[src/rtl/sdio_arb_pkg.sv]
// Shared types and register layout for the SDIO ownership arbiter.
// The state encoding is visible to software through STATUS[5:3].
package sdio_arb_pkg;

    typedef enum logic [2:0] {
        ST_IDLE  = 3'd0,
        ST_GUARD = 3'd1,
        ST_OWN   = 3'd2,
        ST_DRAIN = 3'd3
    } arb_state_t;

    localparam logic [1:0] REG_CTRL   = 2'd0;
    localparam logic [1:0] REG_STATUS = 2'd1;
    localparam logic [1:0] REG_SWCNT  = 2'd2;

    localparam int CTRL_FORCE_EN  = 0;
    localparam int CTRL_FORCE_SEL = 1;
    localparam int CTRL_GUARD_LSB = 8;
    localparam int CTRL_GUARD_MSB = 15;

    function automatic logic [1:0] onehot2(input logic idx);
        return idx ? 2'b10 : 2'b01;
    endfunction

endpackage

[src/rtl/sdio_arb_apb_regs.sv]
// APB slave for the arbiter: CTRL storage, switch counter and read mux.
// Zero-wait-state: the setup cycle registers pready and the read data.
module sdio_arb_apb_regs
    import sdio_arb_pkg::*;
#(
    parameter int GUARD_DEFAULT = 16,
    parameter int CNT_W         = 16
) (
    input  logic        pclk,
    input  logic        presetn,
    input  logic        psel,
    input  logic        penable,
    input  logic [31:0] paddr,
    input  logic        pwrite,
    input  logic [31:0] pwdata,
    output logic [31:0] prdata,
    output logic        pready,
    output logic        pslverr,
    output logic        force_en,
    output logic        force_sel,
    output logic [7:0]  guard,
    input  logic [1:0]  grant,
    input  logic        sdio_control,
    input  arb_state_t  state,
    input  logic        sdio_busy,
    input  logic [1:0]  req,
    input  logic        switch_strobe
);

    logic [CNT_W-1:0] sw_count;
    logic [31:0]      rd_data;
    logic [1:0]       reg_sel;
    logic             wr_en;
    logic             unused_bits;

    assign reg_sel     = paddr[3:2];
    assign wr_en       = psel && penable && pready && pwrite;
    assign pslverr     = psel && penable && (reg_sel == 2'd3);
    assign unused_bits = ^{paddr[31:4], paddr[1:0], pwdata[31:16], pwdata[7:2]};

    always_comb begin
        rd_data = '0;
        case (reg_sel)
            REG_CTRL: begin
                rd_data[CTRL_FORCE_EN]                  = force_en;
                rd_data[CTRL_FORCE_SEL]                 = force_sel;
                rd_data[CTRL_GUARD_MSB:CTRL_GUARD_LSB]  = guard;
            end
            REG_STATUS: rd_data[8:0]       = {req, sdio_busy, state, sdio_control, grant};
            REG_SWCNT:  rd_data[CNT_W-1:0] = sw_count;
            default:    rd_data            = '0;
        endcase
    end

    always_ff @(posedge pclk or negedge presetn) begin
        if (!presetn) begin
            pready <= 1'b0;
            prdata <= '0;
        end else if (psel && !penable) begin
            pready <= 1'b1;
            prdata <= rd_data;
        end else begin
            pready <= 1'b0;
        end
    end

    always_ff @(posedge pclk or negedge presetn) begin
        if (!presetn) begin
            force_en  <= 1'b0;
            force_sel <= 1'b0;
            guard     <= 8'(GUARD_DEFAULT);
        end else if (wr_en && reg_sel == REG_CTRL) begin
            force_en  <= pwdata[CTRL_FORCE_EN];
            force_sel <= pwdata[CTRL_FORCE_SEL];
            guard     <= pwdata[CTRL_GUARD_MSB:CTRL_GUARD_LSB];
        end
    end

    // A software clear takes priority over a switch landing in the same cycle.
    always_ff @(posedge pclk or negedge presetn) begin
        if (!presetn) begin
            sw_count <= '0;
        end else if (wr_en && reg_sel == REG_SWCNT) begin
            sw_count <= '0;
        end else if (switch_strobe && sw_count != '1) begin
            sw_count <= sw_count + CNT_W'(1);
        end
    end

endmodule

[src/rtl/sdio_owner_arbiter.sv]
// Arbitrates the shared SDIO card interface between the MSS (req[0]) and the
// fabric crypto engine (req[1]) with break-before-make mux switching.
module sdio_owner_arbiter
    import sdio_arb_pkg::*;
#(
    parameter int GUARD_DEFAULT = 16,
    parameter int CNT_W         = 16
) (
    input  logic        pclk,
    input  logic        presetn,
    input  logic        psel,
    input  logic        penable,
    input  logic [31:0] paddr,
    input  logic        pwrite,
    input  logic [31:0] pwdata,
    output logic [31:0] prdata,
    output logic        pready,
    output logic        pslverr,
    input  logic [1:0]  req,
    input  logic        sdio_busy,
    output logic [1:0]  grant,
    output logic        SDIO_control,
    output logic        switch_pulse
);

    arb_state_t state, state_next;
    logic [7:0] guard_cnt, guard_cnt_next;
    logic [7:0] guard;
    logic [1:0] grant_next;
    logic       rr_last, rr_last_next;
    logic       owner, owner_next;
    logic       winner;
    logic       toggle;
    logic       force_en, force_sel;

    sdio_arb_apb_regs #(
        .GUARD_DEFAULT (GUARD_DEFAULT),
        .CNT_W         (CNT_W)
    ) u_regs (
        .pclk          (pclk),
        .presetn       (presetn),
        .psel          (psel),
        .penable       (penable),
        .paddr         (paddr),
        .pwrite        (pwrite),
        .pwdata        (pwdata),
        .prdata        (prdata),
        .pready        (pready),
        .pslverr       (pslverr),
        .force_en      (force_en),
        .force_sel     (force_sel),
        .guard         (guard),
        .grant         (grant),
        .sdio_control  (SDIO_control),
        .state         (state),
        .sdio_busy     (sdio_busy),
        .req           (req),
        .switch_strobe (toggle)
    );

    // Guard counter is loaded with guard-1 so the grant lands exactly guard+1
    // cycles after the toggle (grant is registered from the OWN state).
    always_comb begin
        state_next     = state;
        guard_cnt_next = guard_cnt;
        rr_last_next   = rr_last;
        owner_next     = owner;
        grant_next     = 2'b00;
        toggle         = 1'b0;
        winner         = (req == 2'b11) ? ~rr_last : req[1];

        case (state)
            ST_IDLE: begin
                if (force_en) begin
                    if (SDIO_control != force_sel && !sdio_busy) toggle = 1'b1;
                end else if (req != 2'b00 && !sdio_busy) begin
                    owner_next = winner;
                    if (winner == SDIO_control) begin
                        state_next = ST_OWN;
                    end else begin
                        toggle         = 1'b1;
                        guard_cnt_next = (guard == 8'd0) ? 8'd0 : guard - 8'd1;
                        state_next     = ST_GUARD;
                    end
                end
            end
            ST_GUARD: begin
                if (guard_cnt == 8'd0) begin
                    state_next = req[owner] ? ST_OWN : ST_IDLE;
                end else begin
                    guard_cnt_next = guard_cnt - 8'd1;
                end
            end
            ST_OWN: begin
                if (req[owner]) begin
                    grant_next = onehot2(owner);
                end else begin
                    rr_last_next = owner;
                    state_next   = sdio_busy ? ST_DRAIN : ST_IDLE;
                end
            end
            ST_DRAIN: begin
                if (!sdio_busy) state_next = ST_IDLE;
            end
            default: state_next = ST_IDLE;
        endcase
    end

    always_ff @(posedge pclk or negedge presetn) begin
        if (!presetn) begin
            state        <= ST_IDLE;
            guard_cnt    <= 8'd0;
            rr_last      <= 1'b1;
            owner        <= 1'b0;
            grant        <= 2'b00;
            SDIO_control <= 1'b0;
            switch_pulse <= 1'b0;
        end else begin
            state        <= state_next;
            guard_cnt    <= guard_cnt_next;
            rr_last      <= rr_last_next;
            owner        <= owner_next;
            grant        <= grant_next;
            switch_pulse <= toggle;
            if (toggle) SDIO_control <= ~SDIO_control;
        end
    end

endmodule

[config.mk]
export PLATFORM = sky130hd
export DESIGN_NAME = sdio_owner_arbiter
export DESIGN_NICKNAME = d
export VERILOG_FILES = /design/src/rtl/sdio_arb_pkg.sv /design/src/rtl/sdio_arb_apb_regs.sv /design/src/rtl/sdio_owner_arbiter.sv
export SDC_FILE = /design/constraint.sdc
export NUM_CORES = 1
export LEC_CHECK = 0
export ABC_AREA = 1
export BUFFER_PORTS_ARGS = -buffer_cell sky130_fd_sc_hd__buf_4
export CORE_UTILIZATION = 40
export CTS_CLUSTER_SIZE = 30
export DETAILED_ROUTE_END_ITERATION = 10
export HOLD_SLACK_MARGIN = 0.12
export PLACE_DENSITY = 0.7
export SLEW_MARGIN = 15
export SYNTH_ARGS = -nofsm -noshare
export SYNTH_HDL_FRONTEND = slang
export SYNTH_HIERARCHICAL = 1
export SYNTH_SLANG_ARGS = --single-unit
[constraint.sdc]
create_clock -name pclk -period 4.9 [get_ports pclk]
set_clock_uncertainty 0.1 [all_clocks]
set_input_delay 0.98 -clock pclk [delete_from_list [all_inputs] [get_ports pclk]]
set_output_delay 0.98 -clock pclk [all_outputs]
set_load 0.02 [all_outputs]
Word level (Yosys, flattened, before mapping)
Index checks and enable logic that the tools add are counted.
- register bits after elaboration: 60
- output and inout bits: 38
- add/subtract/negate cells: 3
- $lt $le $gt $ge: 1
- equality and inequality tests: 17
- mux-type cells: 33
- bitwise operators: 4
- reductions and logical operators: 23
- operator list (kind ; number):
    8-bit 2-to-1 mux ; 5
    16-bit 2-to-1 mux ; 2
    16-bit by 1-bit adder with 16-bit output, second input constant ; 1
    8-bit zero test ; 2
    16-bit inequality test, second input constant ; 1
    8-bit case mux with 2 select lines ; 1
    8-bit by 1-bit subtractor with 8-bit output, second input constant ; 2
    3-bit 2-to-1 mux ; 5
    2-bit inequality test, second input constant ; 7
    7-bit case mux with 2 select lines ; 1
    2-bit 2-to-1 mux ; 6
    3-bit case mux with 4 select lines ; 1
    6-bit case mux with 2 select lines ; 1
    1-bit logical AND ; 10
    5-bit AND reduction ; 2
    1-bit 2-to-1 mux ; 9
    2-bit == test, second input constant ; 3
    3-bit by 2-bit == test with 1-bit output, second input constant ; 2
    2-bit case mux with 3 select lines ; 1
    2-bit nonzero test ; 3
    1-bit inverter ; 4
    3-bit by 1-bit == test with 1-bit output, second input constant ; 1
    3-bit zero test ; 1
    1-bit case mux with 3 select lines ; 1
    8 further kinds ; 9

Depth between registers and ports, before layout
Gate-level depths: netlist of the first run.
- word-level depth: 10
- depth in mapped cells: 13
- mapped depth without buffers: 13

Hierarchy
Netlist of the first run, hierarchy kept.
- by module, submodules not included (module ; instances ; cells each ; area each (um^2) ; seq. area each (um^2)):
    sdio_arb_apb_regs ; 1 ; 303 ; 2437.3 ; 1077.3
    sdio_owner_arbiter ; 1 ; 181 ; 1198.6 ; 401.6

Worst setup path after synthesis of the first run
Ideal clock, no wire load.
- path type: input to output
- from: input paddr[2]
- to: output pslverr
- arrival time: 1.452 ns
- data required time: 3.820 ns
- setup slack: 2.368 ns
- cell stages on the path: 3
- path buffers: 0
- cells stage by stage: ha_1 > inv_1 > nor2_1
- cells in the longest elaborated chain, start to end: 2
- RTL lines (what ; RTL line ; RTL):
    start: declaration ; sdio_owner_arbiter.sv:13 ; input logic [31:0] paddr,
    2-bit == test ; sdio_arb_apb_regs.sv:38 ; assign pslverr = psel && penable && (reg_sel == 2'd3);
    1-bit logical AND ; sdio_arb_apb_regs.sv:38 ;
    end: declaration ; sdio_owner_arbiter.sv:18 ; output logic pslverr,
No other way between the ends.

Worst setup path in the final report of the first run
Same ends and word-level chain as after synthesis.

==> results of run 1 <==
==> cells in the mapped netlist (3+ instances only) <==
| cell type | number |
|---|---|
| nor2_4 | 4 |
| o21ai_1 | 3 |
| nand2_1 | 155 |
| a21oi_1 | 20 |
| a22o_1 | 7 |
| nor2_1 | 46 |
| nand3_1 | 39 |
| nor3_1 | 4 |
| nand4_1 | 15 |
| nand2_2 | 4 |
| inv_1 | 40 |
| clkbuf_1 | 6 |
| mux2_2 | 10 |
| dfrtp_1 | 57 |
| o21ai_0 | 12 |
| buf_4 | 16 |
| ha_1 | 9 |
| o211ai_1 | 3 |
| nor2_2 | 6 |
| inv_2 | 4 |
==> through the flow <==
step,area (µm²),utilization (%),worst slack (ps)
5_1_grt,4155,47.42,2066
6_report,4155,47.42,2249
2_1_floorplan,3692,-,2368
3_5_place_dp,3976,45.37,1888
3_3_place_gp,3976,45.37,1910
4_1_cts,4155,47.42,2238
==> flip-flops by register name, indices dropped and copies added, names as in the netlist <==
signal,flops
guard_cnt,8
u_regs/force_sel,1
u_regs/sw_count,16
grant,2
u_regs/prdata,16
u_regs/force_en,1
SDIO_control,1
u_regs/guard,8
state,2
u_regs/pready,1
switch_pulse,1
rr_last,1
owner,1
==> cell usage in the layout (no fill, tap or decap), types with 3 or more instances in the layout <==
| master | netlist | layout |
|---|---|---|
| o21ai_0 | 12 | 12 |
| nor2_2 | 6 | 6 |
| inv_2 | 4 | 4 |
| dfrtp_1 | 57 | 57 |
| nand4_1 | 15 | 15 |
| inv_1 | 40 | 40 |
| o211ai_1 | 3 | 3 |
| o21ai_1 | 3 | 3 |
| a22o_1 | 7 | 7 |
| nor2_1 | 46 | 46 |
| a21oi_1 | 20 | 20 |
| conb_1 | 2 | 17 |
| ha_1 | 9 | 9 |
| nor3_1 | 4 | 4 |
| buf_4 | 16 | 41 |
| mux2_2 | 10 | 10 |
| nand3_1 | 39 | 39 |
| clkbuf_8 | 0 | 12 |
| nor2_4 | 4 | 4 |
| nand2_2 | 4 | 4 |
| nand2_1 | 155 | 155 |
==> cells by family after synthesis <==
| group | count (synthesis) | synth area share, % |
|---|---|---|
| compound gates | 48 | 7.777 |
| xor+xnor | 4 | 0.9637 |
| fa+ha+maj | 9 | 3.097 |
| buf+inv | 70 | 9.256 |
| flops | 59 | 40.67 |
| mux | 10 | 3.097 |
| other cells | 2 | 0.2065 |
| simple gates | 282 | 34.93 |
==> worst max-delay path: stages <==
cell	delay, ps
buf_4	100
ha_1	170
inv_1	40
nor2_1	120
buf_4	160
==> final timing paths <==
check	to	cells after the start
worst max-delay path	pslverr	5
worst min-delay path	guard_cnt[1]	2
worst max register to register	u_regs/sw_count[7]	11
worst min register to register	guard_cnt[1]	2
max in group asynchronous	grant[1]	1
min in group asynchronous	state[1]	1
==> power by group <==
part,switching [mW],internal [mW]
registers,0.110,0.583
clock network,0.191,0.221
logic,0.403,0.226
total,0.704,1.03
==> routing by layer <==
layer	global-route usage (%)	part of all wire, %	up-vias
met5	0	0	-
met4	7.127	1.5	0
met3	4.245	4.6	11
met2	33.53	51	79
met1	24.72	43	1507
li1	-	-	1619
==> cell type report <==
cell class	instances	area (µm²)
inverters	46	177.7
multi-input cells	370	1877
fillers	854	4608
clock inverters	2	10.01
clock buffers	13	168.9
well taps	108	135.1
flip-flops and latches	59	1479
repair buffers	41	307.8
==> metrics.csv, run 1 <==
metric,value,unit
run_status,"finished, final reports clean",
cp.arrival,1570,ps
yosysWarnings,6,
yosysUniqueCellTypes,37,
wl_per_cell,13.60,µm
hp-class,reg -> reg,
port_buffers,41,
vias_per_cell,5.033,
ctsResizeCount,0,
clk_latency,340,ps
rr_startpoint,rr_last,
cp-start-kind,input pin,
peakVddDrop,138.8,µV
criticalPathCategory,in -> out,
antenna_found_initial,0,
hpwl,6291,µm
whs,382.7,ps
setup_viol,0,
path_clk_slew,60,ps
vias,3216,
die_h,97.34,µm
synth_top_area_cell,dfrtp_1,
synth_top_area_share,39.23,%
gp_congestion,0.8579,
crit_start,paddr[2],
grt_pass1_vias,3185,
async_flop_share,100.0,%
synth-seq-cells,59,
wl,8688,µm
io_pins,110,
cts_buffers,9,
drc_errors,0,
dr.pass1.iters,4,
cp-end-kind,output port,
htree_levels,3,
synthTopCellsByArea,"dfrtp_1 (39%), nand2_1 (16%), nand3_1 (5.4%), nor2_1 (4.7%), inv_1 (4.1%)",
synthToLayoutAreaGrowth,14.28,%
period_minus_slack,2651,ps
drt_iter0_markers,140,
diodes,0,
synth_edf_count,0,
fin_tns_setup,0,ps
die-area,9475,µm²
start_util,41.49,%
synthesis.area,3636,µm²
relSlewSlack,50.24,%
syn_avg_cell_area,7.512,µm²
power.density,417.1,nW/µm²
coreArea,8763,µm²
num_rows,34,
layout.cells.non_filler,639,
r2r_slack,2700,ps
die_w,97.34,µm
finalPower,1.733,mW
crit_fanout,3,
ys_seq_area_share,40.67,%
slew_violations,0,
placedCellCount,624,
max_freq,377.2,MHz
grt_max_degree,60,
clockBufferDepth,2,
synth_flop_cell,dfrtp_1,
cp.required,3820,ps
hold_viol,0,
maxCapViolations,0,
ant_nets,0,
grt.total_usage,19.74,%
rsz0062_at_grt,false,
worstMarginPinSlew,746.4,ps
drive_gt1_share,17.70,%
hold_start,guard_cnt[1],
grt_pass1_wl,14970,µm
cts.sink_count,59,
cts-root-buf,clkbuf_8,
finalCritPeriodShare,54.10,%
power.static_leakage,2.147,nW
gr-total-overflow,0,
nets,608,
post_cts_buffers,0,
ctsHoldBuffers,0,
cts_tree,done,
syn_inst,484,
Power figures use the tool's default switching activity.
==> run 2: changes to the inputs <==
clock period = 2.53 ns   (was 4.9 ns; I/O delays follow)
==> run 2 against run 1 <==
Global-route usage fell by 1.2 points. Register-to-register slack got worse by 2200 ps. Worst hold slack got worse by 240 ps. Critical path depth rose by 6. Die area did not move. Non-clock buffer count rose by 4. Sequential power rose by 92%. Combinational power rose by 94%. Cell area rose by 1.4%. Sequential share of layout area fell by 0.50 points. Total power rose by 100%.
==> metrics.csv, run 2 (synthesis gave the netlist of run 1 again) <==
metric,value,unit
hold_viol,0,
power.static_leakage,2.181,nW
fin_tns_setup,0,ps
setup_viol,0,
clockBufferDepth,2,
maxCapViolations,0,
rr_worst_depth,11,
die_h,97.34,µm
setup_slack,526.5,ps
antenna_found_initial,0,
cp.arrival,2130,ps
diodes,0,
hp-class,in -> async,
place_ws,357.5,ps
placed_area,4006,µm²
wl_per_cell,13.02,µm
top_regs,"u_regs/prdata (16), u_regs/sw_count (16)",
path_clk_slew,70,ps
vias_per_cell,5.059,
post_cts_buffers,0,
die-area,9475,µm²
cp-end-kind,register,
wl,8384,µm
die_w,97.34,µm
hpwl,6193,µm
grt_max_degree,60,
grt.total_usage,18.50,%
ctsHoldBuffers,0,
fin_area,4214,µm²
max_freq,499.1,MHz
grt_pass1_wl,14210,µm
cp.required,2650,ps
rsz0062_at_grt,false,
drive_gt1_share,18.47,%
cts-root-buf,clkbuf_8,
cts.sink_count,59,
period_minus_slack,2003,ps
finalCritPeriodShare,79.19,%
port_buffers,41,
crit_fanout,14,
relSlewSlack,50.85,%
io_pins,110,
peakVddDrop,263.7,µV
fillers,865,
drc_errors,0,
cts_buffers,9,
gp_congestion,0.8574,
vias,3258,
slew_violations,0,
cts_tree,done,
layout_common_cells,"nand2_1 (155), dfrtp_1 (57), nor2_1 (46)",
clk_latency,330,ps
dr.pass1.iters,4,
power.density,824.1,nW/µm²
layout_commonest_cell,nand2_1,
num_rows,34,
run_status,"finished, final reports clean",
htree_levels,3,
nets,612,
cp-start-kind,register,
gr-total-overflow,0,
drt_iter0_markers,157,
coreArea,8763,µm²
ctsResizeCount,0,
synthToLayoutAreaGrowth,15.90,%
worstMarginPinSlew,737.3,ps
start_util,41.49,%
ant_nets,0,
criticalPathCategory,reg -> reg,
grt_pass1_vias,3038,
run 2: critical path, cell delays in order, from the launching register on:
cell and delay, ps:
dfstp_2 530, nand2_1 70, nand2_1 80, nand2_1 80, nand2_1 90, nand3_1 70
nand2_1 130, inv_1 100, nor2_4 370, nor2_8 110, nand2_1 80, nand2_1 60
run 2: power breakdown:
group	leakage [nW]	internal, mW	switching [mW]
sequential	0.775	1.13	0.206
clock	0.110	0.548	0.367
combinational	1.30	0.443	0.781
total	2.18	2.12	1.35
run 2: worst paths after layout:
path                                        to          from  slack (ps)
setup / recovery            u_regs/sw_count[9]       rr_last         530
hold / removal                           owner       presetn         140
setup reg to reg            u_regs/sw_count[9]       rr_last         530
hold reg to reg                   guard_cnt[1]  guard_cnt[1]         380
max in group asynchronous  u_regs/sw_count[10]       presetn        1710
min in group pclk              u_regs/guard[3]    pwdata[11]         300
run 2: cell type report:
class	count	area, µm²	share of cell area (%)
sequential	59	1479	35.10
inverter	46	177.7	4.216
multi-input combinational	370	1877	44.54
clock buffer	10	127.6	3.028
tap	108	135.1	3.207
timing repair buffer	45	337.8	8.017
clock inverter	6	80.08	1.900
run 2: layer usage:
| metal | track usage [%] | vias to the layer above | share of wire, % |
|---|---|---|---|
| li1 | - | 1626 | - |
| met2 | 31.26 | 79 | 51 |
| met5 | 0 | - | 0 |
| met4 | 4.412 | 0 | 0.83 |
| met3 | 4.604 | 8 | 5.4 |
| met1 | 23.83 | 1545 | 43 |
run 2: metrics by stage:
stage                     utilization, %  std cells  power (mW)  hold WS, ps
after floorplan                        -        499       2.234        110.4
after global placement             45.72        628       2.530        364.9
after detailed placement           45.72        628       2.566        370.6
after CTS                          48.09        644       3.503        163.3
after global routing               48.09        644       3.730        196.6
final                              48.09        644       3.473        139.2
==> run 3: changes to the inputs <==
clock period = 1.85 ns   (was 2.53 ns; I/O delays follow)
==> run 3 against run 2 <==
Global-route usage increased by 0.95 points. Non-clock buffer count increased by 20. Wire length increased by 5.5%. Total power increased by 45%. Cell count increased by 3.1%. First-iteration DRC count decreased by 5.7%. Register-to-register slack got worse by 480 ps. Combinational power increased by 60%. Clock power increased by 43%. Via count increased by 2.5%.
==> metrics.csv, run 3 (synthesis gave the netlist of run 1 again) <==
metric,value,unit
grt_pass1_vias,3268,
maxCapViolations,0,
crit_start,rr_last,
finalPower,5.030,mW
wl,8843,µm
io_pins,110,
vias,3338,
layout.cells.non_filler,664,
seqPwrFrac,35.2,%
die_h,97.34,µm
layout_common_cells,"nand2_1 (150), buf_4 (62), dfrtp_1 (56)",
cp.arrival,1920,ps
cp-end-kind,register,
htree_levels,3,
p_int,3.089,mW
wl_per_cell,13.32,µm
slew_violations,0,
placedCellCount,645,
clkPwrFrac,26.1,%
relSlewSlack,66.90,%
layout_commonest_cell,nand2_1,
crit_chain,nand2_2 -> nand2_2 -> nand2_2 -> nand2_2 -> nand3_2 -> nand2_4 -> buf_4 -> nand3_1 -> nor2_2 -> nand3_1 -> nand2_1 -> nor2_1,
gp_congestion,0.8626,
switching_share,38.60,%
crit_path_top_delay_cell,dfstp_2,
grt_max_degree,31,
critPathBufInv,1,
drt_iter0_markers,148,
cts_tree,done,
power.density,1133,nW/µm²
fillers,823,
peakVddDrop,395.3,µV
rsz0062_at_grt,true,
top_regs,"u_regs/prdata (16), u_regs/sw_count (16)",
cp.required,1970,ps
path_clk_slew,80,ps
antenna_found_initial,0,
crit_family,simple AND/OR/NAND/NOR gates,
cpPeakStageDelay,550,ps
place_ws,-7.353,ps
synthToLayoutAreaGrowth,22.06,%
die_w,97.34,µm
clockBufferDepth,2,
port_buffers,41,
cts_buffers,9,
hp-class,in -> reg,
start_util,41.49,%
finalCritPeriodShare,97.25,%
p_sw,1.942,mW
ant_nets,0,
hold_start,pwdata[15],
max_freq,555.8,MHz
crit_fanout,3,
period_minus_slack,1799,ps
dr.pass1.iters,4,
diodes,0,
rr_startpoint,rr_last,
worstMarginPinSlew,491.3,ps
setup_viol,0,
setup_slack,50.86,ps
cp-start-kind,register,
run_status,"finished, final reports clean",
grt.total_usage,19.45,%
vias_per_cell,5.027,
hpwl,6621,µm
drc_errors,0,
whs,156.0,ps
power.static_leakage,2.285,nW
gr-total-overflow,0,
p_comb_share,38.8,%
coreArea,8763,µm²
hold_viol,0,
fin_tns_setup,0,ps
cts.sink_count,59,
grt_pass1_wl,14750,µm
crit_path_frequent_cell,nand2_2,
cts-root-buf,clkbuf_8,
num_rows,34,
drive_gt1_share,23.38,%
clk_latency,340,ps
criticalPathCategory,reg -> reg,
die-area,9475,µm²
nets,632,
run 3: changes by cell type in the layout (fill, tap and decap cells not counted), moves of 2 or more:
| cell | delta |
|---|---|
| nand3_2 | +2 |
| buf_4 | +17 |
| nor2_2 | +2 |
| nor2_1 | -3 |
| nand2_1 | -5 |
| nand2_2 | +4 |
| nand3_1 | -2 |
| clkinv_2 | -2 |
run 3: metal layers:
layer  track usage [%]  routed length (µm)  share of wire (%)
met5                 0                   0                  0
met4             9.615                 276                3.1
met3             3.453                 305                3.4
met2             32.61                4281                 48
met1             24.13                3980                 45
run 3: worst reg2reg max path: stages, from the launching register on:
cell and delay [ps]:
dfstp_2 550, nand2_2 60, nand2_2 90, nand2_2 60, nand2_2 80, nand3_2 90, nand2_4 100, buf_4 150
nand3_1 90, nor2_2 120, nand3_1 80, nand2_1 60, nor2_1 40
run 3: cell type report:
cell class / count / area, µm² / area share (%)
repair buffers: 65 / 506.7 / 11.42
clock buffers: 11 / 141.4 / 3.186
well taps: 108 / 135.1 / 3.045
flip-flops and latches: 59 / 1480 / 33.35
inverters: 46 / 180.2 / 4.060
clock inverters: 5 / 77.57 / 1.748
multi-input cells: 370 / 1917 / 43.19
run 3: worst paths after layout:
check                                            to  slack, ps  depth (start not counted)
worst max-delay path            u_regs/sw_count[10]         50                         12
worst min-delay path                u_regs/guard[7]        160                          2
worst max register to register  u_regs/sw_count[10]         50                         12
worst min register to register         guard_cnt[1]        380                          2
max in group asynchronous           u_regs/guard[4]        680                          3
min in group asynchronous              guard_cnt[4]        410                          2
run 3: timing repair:
action                                  CTS  global route
resized for setup                         5            11
setup buffers                             0             2
endpoints found under the setup margin    1            14
pin swaps                                 2             7
hold buffers                              1             0
hold endpoints to repair                 28             0
run 3: power groups by stage:
stage          Combinational [mW]  Clock [mW]  Sequential, mW
2_1_floorplan                1.21           0            1.85
4_1_cts                      1.91        1.34            1.76
3_3_place_gp                 1.83           0            1.78
6_report                     1.95        1.31            1.77
5_1_grt                      2.20        1.40            1.81
3_5_place_dp                 1.88           0            1.78
run 3: metrics by stage:
stage                     util [%]  cell area, µm²
after floorplan                  -            3692
after global placement       47.32            4146
after detailed placement     47.32            4146
after CTS                    50.07            4388
after global routing         50.64            4438
final                        50.64            4438
